===== src/rtl/multislope_dac.sv =====
// multislope_dac: turns each code into a dump/settle, coarse +/-ref and weighted fine switch frame
module multislope_dac #(
    parameter int CODE_W     = 8,
    parameter int FINE_BITS  = 4,
    parameter int SETTLE_CYC = 4
) (
    input  logic              clk,
    input  logic              rst,
    input  logic [CODE_W-1:0] code_in,
    input  logic              code_valid,
    output logic              code_ready,
    output logic              sw_dump,
    output logic              sw_pos,
    output logic              sw_neg,
    output logic              sw_fine,
    output logic              busy,
    output logic              frame_done
);
    localparam int CB    = CODE_W - FINE_BITS;
    localparam int NC    = 1 << CB;
    localparam int NF    = 1 << FINE_BITS;
    localparam int MW    = CB > FINE_BITS ? CB : FINE_BITS;
    localparam int CNT_W = (MW > $clog2(SETTLE_CYC) ? MW : $clog2(SETTLE_CYC)) + 1;
    localparam logic [2:0] IDLE   = 3'd0;
    localparam logic [2:0] SETTLE = 3'd1;
    localparam logic [2:0] COARSE = 3'd2;
    localparam logic [2:0] FINE   = 3'd3;
    localparam logic [2:0] DONE   = 3'd4;

    logic [2:0]        state, state_n;
    logic [CNT_W-1:0]  cnt, cnt_n;
    logic [CODE_W-1:0] act, act_n, pend;
    logic              pend_full, pend_n, accept, drain;

    assign accept = code_valid && code_ready;
    assign drain  = pend_full && (state == IDLE || state == DONE);
    assign pend_n = accept || (pend_full && !drain);

    always_comb begin
        state_n = state;
        cnt_n   = cnt + 1'b1;
        act_n   = act;
        if (drain) begin
            state_n = SETTLE;
            cnt_n   = '0;
            act_n   = pend;
        end else if (state == DONE) begin
            state_n = IDLE;
            cnt_n   = '0;
        end else if (state == IDLE) begin
            cnt_n   = '0;
        end else if (state == SETTLE && cnt == CNT_W'(SETTLE_CYC - 1)) begin
            state_n = COARSE;
            cnt_n   = '0;
        end else if (state == COARSE && cnt == CNT_W'(NC - 1)) begin
            state_n = FINE;
            cnt_n   = '0;
        end else if (state == FINE && cnt == CNT_W'(NF - 1)) begin
            state_n = DONE;
            cnt_n   = '0;
        end
    end

    // Switch drive is decoded from the next state so the registered outputs line up with it
    logic coarse_n, pos_n, fine_n;
    assign coarse_n = state_n == COARSE;
    assign pos_n    = cnt_n < CNT_W'(act_n[CODE_W-1:FINE_BITS]);
    assign fine_n   = state_n == FINE && cnt_n < CNT_W'(act_n[FINE_BITS-1:0]);

    always_ff @(posedge clk or posedge rst) begin
        if (rst) begin
            state      <= IDLE;
            cnt        <= '0;
            act        <= '0;
            pend       <= '0;
            pend_full  <= 1'b0;
            code_ready <= 1'b0;
            sw_dump    <= 1'b1;
            sw_pos     <= 1'b0;
            sw_neg     <= 1'b0;
            sw_fine    <= 1'b0;
            busy       <= 1'b0;
            frame_done <= 1'b0;
        end else begin
            state      <= state_n;
            cnt        <= cnt_n;
            act        <= act_n;
            pend       <= accept ? code_in : pend;
            pend_full  <= pend_n;
            code_ready <= !pend_n;
            sw_dump    <= state_n == IDLE || state_n == SETTLE || state_n == DONE;
            sw_pos     <= coarse_n && pos_n;
            sw_neg     <= coarse_n && !pos_n;
            sw_fine    <= fine_n;
            busy       <= state_n != IDLE;
            frame_done <= state_n == DONE;
        end
    end
endmodule

===== config.mk =====
export PLATFORM = sky130hd
export DESIGN_NAME = multislope_dac
export DESIGN_NICKNAME = d
export VERILOG_FILES = /design/src/rtl/multislope_dac.sv
export SDC_FILE = /design/constraint.sdc
export NUM_CORES = 1
export LEC_CHECK = 0
export ABC_AREA = 1
export CAP_MARGIN = 15
export CORE_MARGIN = 2
export CORE_UTILIZATION = 49
export DETAILED_ROUTE_END_ITERATION = 10
export PLACE_DENSITY = 0.8
export RECOVER_POWER = 100
export SETUP_SLACK_MARGIN = 0.3
export SLEW_MARGIN = 20
export SYNTH_ARGS = -nofsm -noshare
export SYNTH_HDL_FRONTEND = slang
export SYNTH_SLANG_ARGS = --single-unit

===== constraint.sdc =====
create_clock -name clk -period 2.29 [get_ports clk]
set_input_delay 0.229 -clock clk [delete_from_list [all_inputs] [get_ports clk]]
set_output_delay 0.229 -clock clk [all_outputs]
set_load 0.01 [all_outputs]

# Word-level counts from Yosys, hierarchy flattened
# Index checks and enable logic that the tools add are counted.
# word_totals
output_inout_bits	7
regBits	32
word_cells	57
input_bits	11
# classes
eq_ne	10
n_addsub	1
muxes	13
order_cmp	2
reduce_logical	19
# ops
operator	count
$mux 5	6
$mux 3	6
$eq 3x2->1 const B	4
$lt 5x4->1	2
$logic_and 1x1->1	9
$mux 8	1
$eq 3x1->1 const B	2
$eq 3x3->1 const B	2
$logic_not 3->1	2
$add 5x1->5 const B	1
$eq 5x2->1 const B	1
$eq 5x4->1 const B	1
$logic_or 1x1->1	4
$logic_not 1->1	3
$reduce_bool 3->1	1

# Depth between registers and ports, before layout
# depth
word_depth	11
mapped_depth	15
ltp_nobuf	15

# Worst setup path after synthesis
# No wires, ideal clock.
# synth_timing
path_type	register -> register
start	reg cnt[0]
end	reg sw_pos
required_time_ns	2.218
slack_ns	0.052
arrival_time_ns	2.166
n_path_buf	0
stages_incl_launch_ff	16
path_cell_list	dfrtp_1 -> ha_1 -> nand2_1 -> nor2_1 -> ha_1 -> nand3_1 -> nand3_1 -> nor3b_1 -> ha_1 -> a21oi_1 -> nor2_1 -> nor2_1 -> nand2_1 -> inv_1 -> nand2_1 -> nor2_1
# synth_via
elab_chain_len	10
# synth_lines
element	line_no	text
start, declared	31	logic [CNT_W-1:0] cnt, cnt_n;
start signal, assigned	86	cnt <= cnt_n;
parallel branches: the longest is 4 deep, another holds $add 5x1->5	-	
$mux 5 (*)	52	end else if (state == SETTLE && cnt == CNT_W'(SETTLE_CYC - 1)) begin
$mux 5 (*)	50	end else if (state == IDLE) begin
$mux 5 (*)	47	end else if (state == DONE) begin
$mux 5 (*)	43	if (drain) begin
net cnt_n[2]	31	
$lt 5x4->1 (*)	67	assign pos_n = cnt_n < CNT_W'(act_n[CODE_W-1:FINE_BITS]);
$logic_and 1x1->1 (*)	92	sw_pos <= coarse_n && pos_n;
end signal, assigned	92	
end, declared	13	output logic sw_pos,
# Mark *: on every way through the listed nets, which the timed path passes.
# A chain may end at the register's enable or synchronous reset.

# Final worst setup path
# Same ends and word-level chain as after synthesis.

==> out/qor.csv <==
stage,metric,value,unit
clock_tree,clk buf depth,2,
place,dpl hpwl,2.06,mm
place,PortBufs,17,
routing,uppermost layer routed,met4,
min_path,Hold Crit Depth,3,
min_path,Worst Hold Path EP,pend[2]$_DFFE_PP0P_,
status,failing checks,"capacitance limit, slew limit",
worst_setup_path,Critical Path Source Type,register,
yosys,async set-reset flop share out of synthesis,100,%
finish,Area Overhead vs Synth,27.2,%
yosys,post-synth top area share,51.5,%
die,Die X,59.4,µm
finish,layout filler cell count,253,
finish,sequential cell area,802,µm²
routing,Vias/cell,4.89,
routing,DRT met1 WL,1.24,mm
clock_tree,# H-tree levels,2,
die,Die Area,0.00353,mm²
grt,pin count of the biggest net entering global routing,33,
yosys,YS warnings,0,
yosys,mapped cell area,0.00151,mm²
worst_setup_path,worst path bufs/invs,1,
routing,Vias,1164,
min_path,hold_sp,code_in[2],
finish,multi-input logic area,643,µm²
min_path,Worst Hold Class,input pin to register,
grt,vias in the first global route,1204,
clock_tree,CTS buffer count,5,
worst_setup_path,worst reg2reg path startpoint,cnt[0]$_DFF_PP0_,
routing,Wirelength per Cell,12.5,µm
yosys,Post-synth EDFFs,0,
die,core area,0.00298,mm²
clock_tree,Root Driver,clkbuf_4,
routing,initial DRC count,44,
yosys,most frequent cells after synthesis,"49 x nand2_1, 31 x dfrtp_1, 30 x inv_1",
yosys,syn avg cell area,8.81,µm²
timing,f_max,0.451,GHz
finish,Util after Layout,64.3,%
status,status,"complete, but fails checks",
yosys,main flop type after synthesis,dfrtp_1,
finish,ant diodes,0,
timing,worst-margin pin slew,1.69,ns
worst_setup_path,"most used cell, CP",nor2_1,
timing,Final Max Tran Viols,33,
timing,Fin. Hold Viols,0,
worst_setup_path,Worst EP required,2.56,ns
routing,WL final,2.99,mm
timing,RSZ-0062 raised after global routing,true,
timing,minimum hold slack,0.420,ns
yosys,top-count cell post-synth,nand2_1,
worst_setup_path,Crit Path Class,register to register,
grt,initial antenna violation count,0,
clock_tree,hold_buf cts,0,
worst_setup_path,CP arrival,2.49,ns
place,GPL Wtd Cong,0.814,
power_and_ir_drop,Tot Pwr,2.78,mW
worst_setup_path,crit path max fanout,3,
clock_tree,Clock Latency Late Sink,0.33,ns
worst_setup_path,Critical path origin,cnt[0]$_DFF_PP0_,
yosys,Post-Synthesis Cells,171,
grt,"Remaining Overflow, GRT",0,
grt,Tot GR Track Use,19.5,%
clock_tree,Sink Count,32,
routing,routed wl met3,149,µm
power_and_ir_drop,PD cells,1450,mW/mm²
finish,Post-Layout Inst Area,0.00192,mm²
timing,Slew HR,-12.3,%
clock_tree,Clock Pin Slew Worst Setup and Hold Paths,0.10,ns
die,row count,20,
routing,Final ANT Viol Nets,0,
routing,DRC violations left,0,
die,io pins,18,
flow_run,MaxCap Viol Count,1,
worst_setup_path,Worst Reg-to-Reg Cells,15,
grt,first-pass GRT wire length,5.07,mm
routing,WL met2,1.56,mm
yosys,"Distinct cells, synth",23,
finish,share of layout cells above drive strength 1,23.4,%
worst_setup_path,flop2flop setup slack,0.07,ns
worst_setup_path,CP max stage delay,0.41,ns
die,initial core utilization,50.6,%
timing,Clock Skew,0.0127,ns
power_and_ir_drop,maximum vdd drop,0.679,mV
timing,Final Cycle Share,96.8,%
clock_tree,CTS tree,done,
worst_setup_path,crit end category,register,
worst_setup_path,Top delay family on crit path,simple AND/OR/NAND/NOR gates,
worst_setup_path,crit path cell chain,ha_2 -> nand2_2 -> nor2_2 -> ha_2 -> nand3_4 -> nand3_4 -> nor3b_4 -> ha_1 -> a21oi_1 -> nor2_1 -> nor2_1 -> nand2_1 -> inv_2 -> nand2_1 -> nor2_1,
worst_setup_path,R2R Path End,sw_pos$_DFF_PP0_,
yosys,largest area contributor in the netlist,dfrtp_1,
timing,Setup Viol. Count Final,0,
place,placed cell areas,0.00175,mm²
worst_setup_path,"Slowest-stage cell, CP",dfrtp_1,
yosys,number of synthesized register bits,32,
timing,fin crit period,2.22,ns
yosys,syn_nets,190,
yosys,Synth area leaders,"dfrtp_1 51%, nand2_1 12%, inv_1 7.5%",
yosys,register area share after synthesis,53.2,%
die,Chip Height,59.4,µm
routing,DR pass1 iterations,4,
finish,fin nets,223,
power_and_ir_drop,leakage,1.04,nW
worst max-delay path by stage:
stage	endpoint	slack, ns	cells after the start
floorplan	sw_pos$_DFF_PP0_	0.26	15
global placement	sw_pos$_DFF_PP0_	0.15	15
detailed placement	sw_pos$_DFF_PP0_	-0.007	15
CTS	sw_pos$_DFF_PP0_	0.1	15
global route	sw_pos$_DFF_PP0_	-0.08	15
finish	sw_pos$_DFF_PP0_	0.07	15
stage by stage:
step | setup slack, ns | cells | TNS (ns)
after floorplan | 0.260 | 171 | 0
after global placement | 0.148 | 222 | 0
after detailed placement | -0.00672 | 222 | -0.00672
after CTS | 0.0952 | 234 | 0
after global routing | -0.0809 | 238 | -0.135
final | 0.0734 | 238 | 0
kinds of logic (layout without fill, tap and decap cells):
family,count (synthesis),in the layout,share of synthesized area (%)
AO/OA/AOI/OAI,13,13,6.23
adder cells (fa/ha/maj),8,8,6.64
buffers and inverters,33,67,8.39
AND/OR/NAND/NOR,84,84,24.9
XOR/XNOR,1,1,0.582
flip-flops,32,32,53.2
report_power, final:
part	internal, mW	leakage, nW	switching, mW
Clock	0.181	0.0386	0.188
Sequential	0.825	0.388	0.154
Combinational	0.635	0.610	0.795
Total	1.64	1.04	1.14
registers in the layout, summed over array words and instances (netlist names):
register	count
code_ready	1
sw_neg	1
frame_done	1
sw_pos	1
sw_fine	1
pend	8
pend_full	1
sw_dump	1
act	8
cnt	5
busy	1
state	3
worst min-delay path, stage by stage:
cell,delay (ns)
clkdlybuf4s50_1,0.39
nand2_1,0.06
nand2_1,0.04
layer usage:
layer / vias up / global-route usage [%]
li1: 589 / -
met1: 541 / 21.2
met2: 28 / 35.3
met3: 6 / 6.55
met4: 0 / 6.17
met5: - / 0
layout make-up:
cell class                      instances  share of cell area [%]
Clock buffer                            8                    3.59
Tap cell                               33                    2.16
Timing Repair Buffer                   26                    12.2
Inverter                               33                    6.60
Multi-Input combinational cell        106                    33.6
Sequential cell                        32                    41.9
timing repair:
item,in CTS,in global routing
buffers inserted,4,4
resized for setup,6,3
pin swaps,5,4
gates cloned,0,0
endpoints found under the hold margin,0,0
endpoints found under the setup margin,3,3
cells in the final DEF (no fill, tap or decap), types with 2 or more instances in the layout:
master / synthesis / layout
nand3_1: 8 / 6
clkbuf_4: 0 / 5
ha_1: 8 / 5
a21oi_1: 4 / 3
o21ai_2: 7 / 7
ha_2: 0 / 2
nor2_2: 1 / 3
or2_2: 6 / 6
nand3_4: 0 / 2
nand2_1: 49 / 48
nor2_1: 11 / 9
inv_2: 1 / 2
clkbuf_8: 0 / 2
clkbuf_1: 0 / 2
buf_4: 0 / 8
clkdlybuf4s50_1: 0 / 16
nand2_2: 3 / 4
nand4_1: 2 / 2
dfrtp_1: 31 / 31
inv_1: 30 / 29
No activity file was read; power rests on OpenSTA's default activity.
